[config.mk]
export PLATFORM = sky130hd
export DESIGN_NAME = dram_cell_ctrl
export DESIGN_NICKNAME = d
export VERILOG_FILES = /design/src/rtl/dram_cell_ctrl.sv
export SDC_FILE = /design/constraint.sdc
export NUM_CORES = 1
export LEC_CHECK = 0
export CORE_MARGIN = 4
export CORE_UTILIZATION = 40
export CTS_CLUSTER_DIAMETER = 50
export DETAILED_ROUTE_END_ITERATION = 7
export GPL_TIMING_DRIVEN = 1
export HOLD_SLACK_MARGIN = 0.12
export PLACE_DENSITY = 0.68
export SYNTH_ARGS = -nofsm -noshare
export SYNTH_HDL_FRONTEND = slang
export SYNTH_SLANG_ARGS = --single-unit
[constraint.sdc]
create_clock -name clk -period 1.9 [get_ports clk]
set_input_delay 0.475 -clock clk [delete_from_list [all_inputs] [get_ports clk]]
set_output_delay 0.475 -clock clk [all_outputs]
set_load 0.01 [all_outputs]
[src/rtl/dram_cell_ctrl.sv]
// Cell command controller for the BF core data RAM.
// Owns the data pointer and sequences ADD (read-modify-write), MOVE,
// READ and WRITE against a synchronous dual-port RAM with a one-cycle
// read latency. The decoder sees a valid/ready command port and a
// valid/ready response port that is used only by READ.
module dram_cell_ctrl #(
  parameter int D_WIDTH = 8,
  parameter int A_WIDTH = 12
) (
  input  logic               clk,
  input  logic               rst_n,
  input  logic               cmd_valid,
  output logic               cmd_ready,
  input  logic [1:0]         cmd_op,
  input  logic [D_WIDTH-1:0] cmd_arg,
  output logic               rsp_valid,
  input  logic               rsp_ready,
  output logic [D_WIDTH-1:0] rsp_data,
  output logic               rsp_zero,
  output logic [A_WIDTH-1:0] ptr,
  output logic               mem_rce,
  output logic [A_WIDTH-1:0] mem_ra,
  input  logic [D_WIDTH-1:0] mem_rq,
  output logic               mem_wce,
  output logic [A_WIDTH-1:0] mem_wa,
  output logic [D_WIDTH-1:0] mem_wd
);

  localparam logic [1:0] OP_ADD   = 2'd0;
  localparam logic [1:0] OP_MOVE  = 2'd1;
  localparam logic [1:0] OP_READ  = 2'd2;
  localparam logic [1:0] OP_WRITE = 2'd3;

  localparam logic [2:0] S_IDLE = 3'd0;
  localparam logic [2:0] S_RD   = 3'd1;
  localparam logic [2:0] S_MOD  = 3'd2;
  localparam logic [2:0] S_WR   = 3'd3;
  localparam logic [2:0] S_RSP  = 3'd4;

  logic [2:0]         state_q, state_d;
  logic [A_WIDTH-1:0] ptr_q, ptr_d;
  logic [D_WIDTH-1:0] arg_q, arg_d;
  logic               is_add_q, is_add_d;
  logic               rce_q, rce_d;
  logic [A_WIDTH-1:0] ra_q, ra_d;
  logic               wce_q, wce_d;
  logic [A_WIDTH-1:0] wa_q, wa_d;
  logic [D_WIDTH-1:0] wd_q, wd_d;
  logic               rv_q, rv_d;
  logic [D_WIDTH-1:0] rdata_q, rdata_d;
  logic [A_WIDTH-1:0] delta;

  // MOVE delta: sign-extend a narrow argument, or keep the low address
  // bits of a wide one; either way the add wraps modulo 2^A_WIDTH.
  if (A_WIDTH > D_WIDTH) begin : g_sext
    assign delta = {{(A_WIDTH-D_WIDTH){cmd_arg[D_WIDTH-1]}}, cmd_arg};
  end else begin : g_trunc
    assign delta = cmd_arg[A_WIDTH-1:0];
  end

  assign cmd_ready = (state_q == S_IDLE);
  assign rsp_valid = rv_q;
  assign rsp_data  = rdata_q;
  assign rsp_zero  = (rdata_q == '0);
  assign ptr       = ptr_q;
  assign mem_rce   = rce_q;
  assign mem_ra    = ra_q;
  assign mem_wce   = wce_q;
  assign mem_wa    = wa_q;
  assign mem_wd    = wd_q;

  // Next-state logic: strobes default low so every RAM access is a
  // single-cycle pulse issued from exactly one state transition.
  always_comb begin
    state_d  = state_q;
    ptr_d    = ptr_q;
    arg_d    = arg_q;
    is_add_d = is_add_q;
    rce_d    = 1'b0;
    ra_d     = ra_q;
    wce_d    = 1'b0;
    wa_d     = wa_q;
    wd_d     = wd_q;
    rv_d     = rv_q;
    rdata_d  = rdata_q;
    case (state_q)
      S_IDLE: begin
        if (cmd_valid) begin
          case (cmd_op)
            OP_MOVE: ptr_d = ptr_q + delta;
            OP_WRITE: begin
              state_d = S_WR;
              wce_d   = 1'b1;
              wa_d    = ptr_q;
              wd_d    = cmd_arg;
            end
            OP_ADD, OP_READ: begin
              state_d  = S_RD;
              rce_d    = 1'b1;
              ra_d     = ptr_q;
              arg_d    = cmd_arg;
              is_add_d = (cmd_op == OP_ADD);
            end
          endcase
        end
      end
      // RAM samples the read strobe at the end of this cycle.
      S_RD: state_d = S_MOD;
      // Read data is on mem_rq now: either fold in the delta or latch it.
      S_MOD: begin
        if (is_add_q) begin
          state_d = S_WR;
          wce_d   = 1'b1;
          wa_d    = ptr_q;
          wd_d    = mem_rq + arg_q;
        end else begin
          state_d = S_RSP;
          rv_d    = 1'b1;
          rdata_d = mem_rq;
        end
      end
      S_WR: state_d = S_IDLE;
      S_RSP: begin
        if (rsp_ready) begin
          rv_d    = 1'b0;
          state_d = S_IDLE;
        end
      end
      default: state_d = S_IDLE;
    endcase
  end

  // State and output registers; reset discards any pending write.
  always_ff @(posedge clk or negedge rst_n) begin
    if (!rst_n) begin
      state_q  <= S_IDLE;
      ptr_q    <= '0;
      arg_q    <= '0;
      is_add_q <= 1'b0;
      rce_q    <= 1'b0;
      ra_q     <= '0;
      wce_q    <= 1'b0;
      wa_q     <= '0;
      wd_q     <= '0;
      rv_q     <= 1'b0;
      rdata_q  <= '0;
    end else begin
      state_q  <= state_d;
      ptr_q    <= ptr_d;
      arg_q    <= arg_d;
      is_add_q <= is_add_d;
      rce_q    <= rce_d;
      ra_q     <= ra_d;
      wce_q    <= wce_d;
      wa_q     <= wa_d;
      wd_q     <= wd_d;
      rv_q     <= rv_d;
      rdata_q  <= rdata_d;
    end
  end

endmodule
# Word-level counts from Yosys, hierarchy flattened
# Cells that the tools add are included.
# word_totals
ram_bits	0
inputBits	22
output_inout_bits	57
elab_cells	61
n_memories	0
rom_bits	0
register_bits	67
latchBits	0
# op_classes
magnitude_cmp	0
multipliers	0
n_shift	0
n_eq_ne	12
n_addsub	2
bitwise_logic	1
mux	23
n_reduce_logical	12
div	0
# op_table
cell	n
two-way mux 12 bit	3
two-way mux 8 bit	3
one-hot mux 12 bit (2 select lines)	1
one-hot mux 8 bit (2 select lines)	1
adder 12 bit	1
one-hot mux 3 bit (4 select lines)	1
AND reduction 3 bit	4
two-way mux 3 bit	3
adder 8 bit	1
zero test 8 bit	1
two-way mux 1 bit	8
!= test 2 bit, second input constant	4
one-hot mux 3 bit (2 select lines)	1
== test 2 bit, second input constant	2
one-hot mux 1 bit (2 select lines)	2
AND reduction 4 bit	1
nonzero test 2 bit	2
== test 3 x 1 -> 1 bit, second input constant	1
== test 3 x 2 -> 1 bit, second input constant	1
== test 3 bit, second input constant	1
zero test 3 bit	1
!= test 3 x 1 -> 1 bit, second input constant	1
== test 2 x 1 -> 1 bit, second input constant	1
zero test 2 bit	1
other kinds (4)	4

# Depth between registers and ports, before layout
# Gate-level depths: netlist (run 1).
# logic_depth
ltp_word	5
mapped_depth	9
mapped_depth_nobuf	9

# Least setup slack after synthesis (run 1)
# No wires, ideal clock.
# synth_timing
path_type	input to register
startpoint	in cmd_arg[0]
endpoint	reg ptr_q[10], in the netlist ptr[10]
arrival_ns	2.084
setup_ns	0.132
path_stages	8
n_path_buf	0
path_slack_ns	-0.316
required_time_ns	1.768
cell_sequence	ha_1 fa_1 a21o_2 a221oi_2 nand3b_1 a31oi_1 xor2_1 o21ai_1
# synth_between
elab_chain_len	1
# synth_rtl
item	line_no	rtl
start: declaration	15	input logic [D_WIDTH-1:0] cmd_arg,
adder 12 bit	90	OP_MOVE: ptr_d = ptr_q + delta;
end signal: assignment	149	ptr_q <= ptr_d;
end: declaration	41	logic [A_WIDTH-1:0] ptr_q, ptr_d;
# Every way passes these cells.
# A chain may end at the register's enable or synchronous reset.

# Worst setup path in the final report (run 1)
# layout_timing
startpoint	reg ptr_q[0], in the netlist ptr[0]
endpoint	reg ptr_q[10], in the netlist ptr[10]
# layout_between
elab_chain_len	1
# layout_rtl
item	line_no
adder 12 bit	90
# Every way passes these cells.

==> reports/qor.csv, run 1 <==
stage,metric,value,unit
yosys,yosysUniqueCellTypes,46,
setup_path,worstSetupEndpointType,flop,
clock_network,cts_sinks,67,
floorplan,fp.dieW,99.8,um
clock_network,cts.clk_slew.worst_paths,0.07,ns
yosys,avgSynthCellArea,11.6,um^2
placement,place_ws,-0.726,ns
floorplan,die_h,99.8,um
grt,grt_busiest_layer,met2,
setup_path,setup.worst_path.class,flop to flop,
floorplan,dieArea,9970,um^2
setup_path,worst-path-buf-inv,0,
clock_network,numCtsBuffers,9,
routing,drc,0,
sta,setup_tns,-0.418,ns
clock_network,cts_tree,built,
grt,grt_usage,17.0,%
sta,rsz0062_at_grt,yes,
setup_path,critPathMaxStageDelay,0.42,ns
grt,overflow,0,
clock_network,postCtsHoldBufs,0,
routing,vias_per_cell,5.02,
hold_path,hold_class,primary input to asynchronous set/reset pin,
placement,dp_hpwl,5890,um
setup_path,cpLargestDelayFamily,compound AO/OA/AOI/OAI gates,
yosys,synthFlopType,dfrtp_1,
placement,numPortBuffers,78,
routing,ant_nets,0,
layout,drive_gt1_share,30.6,%
flow_run,maxCapViolCount,0,
sta,fin_crit,2.06,ns
floorplan,row_count,33,
placement,dp_cells,525,
clock_network,clockBufferDepth,2,
layout,nets,479,
yosys,synth_edf_count,0,
sta,fin_crit_sh,108,%
yosys,synth_area_leaders,"dfrtp_1 (50%), mux2_1 (8.3%), ha_1 (6.7%), mux2_2 (5.7%), a21oi_1 (3.3%)",
sta,slew_violations,0,
grt,antenna_found_initial,0,
grt,grt_start_max_net_pins,68,
yosys,ys_ff_latch,67,
sta,worstMarginPinSlew,0.413,ns
routing,vias,2739,
status,violations,negative setup slack,
setup_path,crit_required,2.13,ns
status,status,"finished, violations left",
floorplan,io_pins,79,
grt,first_global_vias,2791,
setup_path,critPathLaunchType,flop,
power,ir_drop,788,uV
setup_path,path_max_fanout,2,
floorplan,core_area,8220,um^2
yosys,synth-async-reset-ratio,100,%
grt,use_met2,27.4,%
layout,final-seq-area,1680,um^2
sta,final.setup.worst_slack,-0.161,ns
layout,finalNonFillerCells,546,
sta,setup_violations,5,
clock_network,htreeDepth,3,
yosys,synth_area_leader_cell,dfrtp_1,
layout,final_core_utilization,62.9,%
grt,met1_usage,22.5,%
yosys,ys_warn_count,0,
layout,area_delta_synth_final,53.2,%
grt,grtUsageMet3,4.73,%
placement,place.gp.congestion,0.804,
power,leakagePower,2.33,nW
yosys,synthesis.area,3370,um^2
sta,max_freq,485,MHz
routing,routed_wl,8230,um
grt,grt_pass1_wl,13500,um
layout,multi_input_area,1870,um^2
layout,num_antenna_cells,0,
sta,clock_skew,0.0140,ns
layout,final_common_cell,dfrtp_1,
power,power_density,1720,nW/um^2
yosys,synth.top_cell.area_share,49.7,%
routing,drtIter0Drc,79,
yosys,yosysSeqAreaShare,49.7,%
sta,finalHoldViolCount,0,
yosys,syn-num-nets,334,
layout,nFillCells,656,
yosys,postSynthCellCount,292,
layout,final_cell_mix,"dfrtp_1 (67), buf_4 (66), clkdlybuf4s50_1 (52)",
clock_network,clock_latency,0.35,ns
floorplan,start_util,41.1,%
routing,first_pass_iters,4,
setup_path,arrival,2.29,ns
clock_network,cts-root-buf,clkbuf_8,
sta,max_slew_margin,72.5,%
setup_path,path_cells,ha_4 -> fa_2 -> a21o_4 -> a221oi_4 -> nand3b_1 -> a31oi_1 -> xor2_1 -> o21ai_1,
power,power,0.00889,W
routing,wl_per_cell,15.1,um
setup_path,slowest_stage,dfrtp_1,
-- metrics by stage --
step / cell area, um^2 / hold WS [ns]
after floorplan: 3460 / 0.179
after global placement: 4780 / 0.468
after detailed placement: 4780 / 0.474
after CTS: 5020 / 0.157
after global routing: 5170 / 0.181
final: 5170 / 0.143
-- path summary, 6_finish.rpt --
kind / start / end / slack [ns] / depth (start not counted)
setup / recovery: ptr[0] / ptr[10] / -0.16 / 8
hold / removal: rst_n / mem_wa[2] / 0.14 / 2
setup reg to reg: ptr[0] / ptr[10] / -0.16 / 8
hold reg to reg: mem_wa[10] / mem_wa[10] / 0.48 / 1
max in group asynchronous: rst_n / arg_q[6] / 1.48 / 2
min in group clk: mem_rq[5] / rsp_data[5] / 0.44 / 2
-- cell usage after synthesis (2+ instances only) --
master and number:
fa_1 2, o31ai_1 2, buf_2 6, xnor2_1 8, a21o_1 3, o21ai_0 4, mux2i_1 2, nor2b_1 6
a211oi_1 2, nand2_1 21, xor2_1 5, or4_1 2, o21ai_1 11, ha_1 18, o21a_1 5, o22ai_1 2
nor2_1 18, buf_4 2, a31oi_1 3, clkbuf_1 3, dfrtp_1 67, nor2_2 2, nand3_1 3, nor3b_1 2
mux2_1 25, nor3_1 7, a21oi_1 22, mux2_2 17, inv_1 5
-- power breakdown --
group	switching, W	leakage (nW)	total, W	internal, W
Combinational	0.00220	1.41	0.00513	0.00293
Clock	0.000529	0.0995	0.00120	0.000670
Sequential	0.000454	0.815	0.00257	0.00211
Total	0.00318	2.33	0.00889	0.00571
-- kinds of logic (layout without fill, tap and decap cells) --
logic type	count (synthesis)	count (layout)	share of synthesized area (%)
buffers and inverters	16	165	2.23
adders and majority gates	20	20	7.86
DFF	67	67	49.7
muxes	44	44	14.6
xor gates and xnor gates	13	13	3.38
and+or+nand+nor	68	68	9.83
AOI/OAI and AO/OA	64	64	12.4
-- what timing repair did --
item | CTS | global route
gates resized for setup | 31 | 21
setup endpoints to repair | 17 | 15
setup buffers | 2 | 5
gates cloned | 0 | 0
pin swaps | 14 | 22
hold endpoints to repair | 0 | 0
-- sequential cells by signal, summed over array words and instances (netlist names), 3 cells and up --
signal and cells:
mem_ra 12, mem_wa 12, ptr 12, arg_q 8, mem_wd 8, rsp_data 8
state_q 3
-- final cells by class --
class                   count  share of cell area, %
clock inverters             2                  0.678
well taps                 105                   2.54
repair buffers            145                   24.8
inverters                   5                  0.363
clock buffers              13                   3.07
flip-flops and latches     67                   32.4
multi-input cells         209                   36.1
-- metal layers --
| metal | part of all wire [%] | up-vias | routed length, um |
|---|---|---|---|
| met5 | 0 | - | 0 |
| met4 | 1.3 | 0 | 110 |
| met3 | 5.3 | 14 | 437 |
| met2 | 48 | 63 | 3940 |
| met1 | 46 | 1313 | 3750 |
| li1 | - | 1349 | - |
Note: power is estimated with default switching activity, not from simulation.
==> inputs of run 2 (changes only) <==
- CORE_MARGIN: 4 -> 3
==> run 2 against run 1 <==
  * The run still ends with negative setup slack left
  * Critical endpoint is now ptr[8]
  * Critical path type unchanged
  * Final area up 0.41%
  * First-iteration DRC count up 34%
  * Largest power group unchanged
  * Count of clock-buffer cells in the layout down 2
  * Critical path depth up 1
  * Sequential power about the same
  * Global-route usage up 1.2 points
  * Register-to-register slack better by 0.05 ns
==> reports/qor.csv, run 2 (same netlist as run 1, synthesis figures left out) <==
stage,metric,value,unit,change
status,status,"finished, violations left",,
status,violations,negative setup slack,,
routing,ant_nets,0,,unchanged
clock_network,cts.clk_slew.worst_paths,0.08,ns,about the same
setup_path,ff2ff_path_depth,9,,+1
setup_path,r2r_slack,-0.11,ns,+0.05 ns
flow_run,maxCapViolCount,0,,unchanged
clock_network,cts-root-buf,clkbuf_8,,
power,p_int,0.00580,W,+1.6%
setup_path,reg2reg_from,ptr[0],,
sta,final.setup.worst_slack,-0.108,ns,+0.0527 ns
routing,vias_per_cell,5.03,,+0.25%
power,power_density,1740,nW/um^2,+1.1%
setup_path,path_max_fanout,2,,unchanged
grt,grt_start_max_net_pins,68,,unchanged
sta,worstMarginPinSlew,0.465,ns,+0.0529 ns
sta,fin_crit_sh,106,%,-2.8 points
layout,area_delta_synth_final,53.9,%,
power,swShare,35.7,%,-0.038 points
sta,setup_tns,-0.358,ns,+0.0596 ns
grt,antenna_found_initial,0,,unchanged
power,leakagePower,2.34,nW,+0.85%
floorplan,start_util,42.3,%,+1.3 points
setup_path,crit_required,2.13,ns,about the same
floorplan,core_area,7970,um^2,-3.0%
setup_path,critPathLaunchType,flop,,
setup_path,timing.rr.end,ptr[8],,
setup_path,critPathMaxStageDelay,0.41,ns,about the same
sta,max_freq,498,MHz,+2.6%
placement,place_ws,-0.693,ns,+0.0338 ns
setup_path,worstSetupEndpointType,flop,,
clock_network,numCtsBuffers,9,,unchanged
sta,finalHoldViolCount,0,,unchanged
layout,num_antenna_cells,0,,unchanged
clock_network,clock_latency,0.34,ns,about the same
routing,first_pass_iters,4,,unchanged
placement,dp_cells,525,,unchanged
floorplan,row_count,32,,-3.0%
routing,drtIter0Drc,106,,+34%
setup_path,setup.worst_path.class,flop to flop,,
sta,hold_ws,0.132,ns,-0.0107 ns
layout,final_cell_mix,"buf_4 (68), dfrtp_1 (67), clkdlybuf4s50_1 (52)",,
placement,numPortBuffers,78,,unchanged
routing,routed_wl,8520,um,+3.5%
sta,slew_violations,0,,unchanged
clock_network,htreeDepth,3,,unchanged
power,p_comb_share,57.4,%,-0.2 points
sta,rsz0062_at_grt,yes,,
routing,vias,2756,,+0.62%
layout,nets,483,,+0.84%
setup_path,path_cells,ha_4 -> fa_2 -> a21o_4 -> a221oi_4 -> buf_4 -> buf_6 -> o21ai_2 -> xnor2_1 -> o21ai_1,,
hold_path,hold_class,primary input to asynchronous set/reset pin,,
placement,place.gp.congestion,0.826,,+2.8%
sta,setup_violations,6,,+1
grt,first_global_vias,2846,,+2.0%
power,seqPwrFrac,28.5,%,-0.4 points
clock_network,clockBufferDepth,2,,unchanged
clock_network,cts_sinks,67,,unchanged
setup_path,startpoint,ptr[0],,
floorplan,dieArea,9570,um^2,-4.0%
setup_path,arrival,2.24,ns,-0.05 ns
floorplan,io_pins,79,,unchanged
power,pwr-share-clk,14.1,%,+0.6 points
sta,clock_skew,0.0104,ns,-0.00360 ns
power,ir_drop,796,uV,+1.1%
setup_path,slowest_stage,dfrtp_1,,
grt,overflow,0,,unchanged
power,p_sw,0.00323,W,+1.4%
clock_network,cts_tree,built,,
setup_path,endpoint,ptr[8],,
layout,drive_gt1_share,31.6,%,+1.0 points
floorplan,die_h,97.8,um,-2.0%
routing,wl_per_cell,15.6,um,+3.2%
grt,grt_pass1_wl,14200,um,+5.4%
routing,drc,0,,unchanged
power,power,0.00903,W,+1.6%
sta,max_slew_margin,68.9,%,-3.5 points
layout,finalNonFillerCells,548,,+0.37%
sta,fin_crit,2.01,ns,-0.0527 ns
floorplan,fp.dieW,97.8,um,-2.0%
layout,final_common_cell,buf_4,,
placement,dp_hpwl,6100,um,+3.6%
grt,grt_usage,18.3,%,+1.2 points
run 2: power by group through the flow:
stage | clock (W) | combinational, W | sequential [W]
5_1_grt | 0.00138 | 0.00567 | 0.00267
3_3_place_gp | 0 | 0.00483 | 0.00254
3_5_place_dp | 0 | 0.00493 | 0.00256
4_1_cts | 0.00131 | 0.00498 | 0.00256
2_1_floorplan | 0 | 0.00226 | 0.00279
6_report | 0.00128 | 0.00518 | 0.00257
run 2: final cells by class:
cell class                 count  area, um^2
tap                          102         128
inverter                       5        18.8
multi-input combinational    209        1840
timing repair buffer         149        1320
clock buffer                  11         131
clock inverter                 5        77.6
fill                         632        2780
sequential                    67        1680
run 2: how the worst min path moves through the flow:
stage / start / endpoint / slack [ns] / depth (start not counted)
floorplan: rst_n / arg_q[0] / 0.18 / 0
global placement: mem_ra[7] / mem_ra[7] / 0.47 / 1
detailed placement: mem_wa[10] / mem_wa[10] / 0.47 / 1
CTS: rst_n / mem_wd[2] / 0.14 / 2
global route: rst_n / rsp_data[1] / 0.15 / 2
finish: rst_n / rsp_data[1] / 0.13 / 2
run 2: worst max-delay path, delay by kind of cell (launching register included):
kind | cells | cell delay, ns
buf+inv | 2 | 0.25
fa+ha+maj | 2 | 0.52
flops | 1 | 0.41
xor+xnor | 1 | 0.15
compound gates | 4 | 0.56
run 2: repair_timing:
| action | 4_1_cts | 5_1_grt |
|---|---|---|
| setup buffers | 2 | 5 |
| hold buffers | 0 | 0 |
| pin swaps | 12 | 8 |
| gates cloned | 0 | 0 |
| setup endpoints to repair | 19 | 12 |
| resized for setup | 36 | 21 |
run 2: routing by layer:
metal,GRT usage (%),wire length (um)
met5,0,0
met4,6.71,110
met3,4.50,421
met2,29.7,4230
met1,23.7,3760
run 2: metrics by stage:
step / instance area [um^2] / util [%]
after detailed placement: 4800 / 60.2
after CTS: 5050 / 63.4
final: 5190 / 65.1
after floorplan: 3460 / -
after global placement: 4800 / 60.2
after global routing: 5190 / 65.1
==> inputs of run 3 (changes only) <==
- CTS_BUF_LIST: not set -> sky130_fd_sc_hd__clkbuf_8
- GPL_ROUTABILITY_DRIVEN: not set -> 1
==> run 3 against run 2 <==
  * The run still ends with negative setup slack left
  * Hold slack is essentially flat
  * Global-route usage unchanged
  * Final cell count is the same
  * First-iteration DRC count fell by 0.94%
  * Setup slack is essentially flat
  * Largest cell class unchanged
  * Largest power group unchanged
==> reports/qor.csv, run 3 (same netlist as run 1, synthesis figures left out) <==
stage,metric,value,unit,change
status,status,"finished, violations left",,
status,violations,negative setup slack,,
routing,ant_nets,0,,unchanged
routing,routed_wl,8520,um,about the same
power,power_density,1740,nW/um^2,about the same
grt,first_global_vias,2846,,unchanged
power,ir_drop,797,uV,about the same
routing,drtIter0Drc,105,,-0.94%
setup_path,path_max_fanout,2,,unchanged
routing,first_pass_iters,4,,unchanged
sta,fin_crit_sh,106,%,about the same
routing,vias_per_cell,5.03,,about the same
layout,final_cell_mix,"buf_4 (68), dfrtp_1 (67), clkdlybuf4s50_1 (52)",,
setup_path,timing.rr.end,ptr[8],,
sta,max_freq,498,MHz,about the same
clock_network,clock_latency,0.34,ns,about the same
clock_network,numCtsBuffers,9,,unchanged
clock_network,cts-root-buf,clkbuf_8,,
flow_run,maxCapViolCount,0,,unchanged
setup_path,reg2reg_from,ptr[0],,
sta,max_slew_margin,68.9,%,unchanged
grt,grt_usage,18.3,%,unchanged
sta,fin_crit,2.01,ns,+0.000400 ns
placement,dp_hpwl,6100,um,unchanged
grt,grt_start_max_net_pins,68,,unchanged
sta,slew_violations,0,,unchanged
placement,place.gp.congestion,0.826,,unchanged
grt,overflow,0,,unchanged
clock_network,postCtsHoldBufs,0,,unchanged
clock_network,cts_sinks,67,,unchanged
sta,worstMarginPinSlew,0.465,ns,unchanged
layout,drive_gt1_share,31.6,%,unchanged
clock_network,clockBufferDepth,2,,unchanged
sta,rsz0062_at_grt,yes,,
placement,dp_cells,525,,unchanged
setup_path,ff2ff_path_depth,9,,unchanged
sta,hold_ws,0.132,ns,-0.0000130 ns
hold_path,hold_class,primary input to asynchronous set/reset pin,,
routing,drc,0,,unchanged
power,leakagePower,2.35,nW,+0.35%
routing,vias,2757,,+0.036%
routing,wl_per_cell,15.6,um,about the same
setup_path,crit_required,2.13,ns,about the same
floorplan,core_area,7970,um^2,unchanged
sta,finalHoldViolCount,0,,unchanged
placement,place_ws,-0.693,ns,unchanged
clock_network,cts_tree,built,,
layout,nFillCells,632,,unchanged
clock_network,htreeDepth,3,,unchanged
floorplan,die_h,97.8,um,unchanged
placement,numPortBuffers,78,,unchanged
sta,final.setup.worst_slack,-0.109,ns,-0.000400 ns
floorplan,start_util,42.3,%,unchanged
floorplan,row_count,32,,unchanged
layout,finalNonFillerCells,548,,unchanged
sta,clock_skew,0.0104,ns,-0.000000100 ns
grt,antenna_found_initial,0,,unchanged
clock_network,cts.clk_slew.worst_paths,0.08,ns,about the same
floorplan,fp.dieW,97.8,um,unchanged
floorplan,io_pins,79,,unchanged
setup_path,arrival,2.24,ns,about the same
floorplan,dieArea,9570,um^2,unchanged
layout,num_antenna_cells,0,,unchanged
setup_path,setup.worst_path.class,flop to flop,,
grt,grt_pass1_wl,14200,um,unchanged
layout,final_common_cell,buf_4,,
setup_path,r2r_slack,-0.11,ns,about the same
layout,area_delta_synth_final,53.9,%,unchanged
power,power,0.00902,W,about the same
sta,setup_violations,6,,unchanged
setup_path,worstSetupEndpointType,flop,,
layout,nets,483,,unchanged
setup_path,critPathLaunchType,flop,,
==> run 3: worst max-delay path by stage <==
stage | start | to | cells after the start
after floorplan | ptr[0] | ptr[10] | 8
after global placement | cmd_arg[0] | ptr[10] | 9
after detailed placement | cmd_arg[0] | ptr[10] | 9
after CTS | arg_q[0] | mem_wd[6] | 9
after global routing | ptr[0] | ptr[8] | 9
final | ptr[0] | ptr[8] | 9
==> run 3: timing repair <==
item | in CTS | in global routing
buffers inserted | 2 | 5
resized for setup | 36 | 21
pin swaps | 12 | 8
endpoints found under the setup margin | 19 | 12
==> run 3: per-layer routing <==
metal	routed length [um]	share of wire (%)	global-route usage [%]	up-vias
li1	-	-	-	1346
met1	3750	44	23.7	1344
met2	4240	50	29.7	59
met3	421	4.9	4.50	8
met4	110	1.3	6.71	0
met5	0	0	0	-
==> run 3: per-stage QoR <==
step                util (%)  cell area, um^2  setup TNS [ns]
floorplan                  -             3460          -0.195
global placement        60.2             4800           -9.20
detailed placement      60.2             4800           -9.53
CTS                     63.4             5050          -0.340
global route            65.1             5190           -1.00
finish                  65.1             5190          -0.359
==> run 3: worst max-delay path, cell delays in order, from the launching register on <==
cell and delay [ns]:
dfrtp_1 0.41, ha_4 0.17, fa_2 0.35, a21o_4 0.22, a221oi_4 0.22, buf_4 0.15
buf_6 0.10, o21ai_2 0.05, xnor2_1 0.15, o21ai_1 0.07
==> run 3: power breakdown <==
part           internal, W  switching [W]  leakage (nW)
logic              0.00296        0.00223          1.43
registers          0.00211       0.000461         0.815
clock network     0.000725       0.000542         0.112
total              0.00579        0.00323          2.35
==> run 3: layout make-up <==
class | count | area [um^2] | area share, %
sequential | 67 | 1680 | 32.3
multi-input combinational | 209 | 1840 | 35.5
timing repair buffer | 149 | 1320 | 25.4
clock buffer | 9 | 124 | 2.39
tap | 102 | 128 | 2.46
inverter | 5 | 18.8 | 0.362
clock inverter | 7 | 85.1 | 1.64
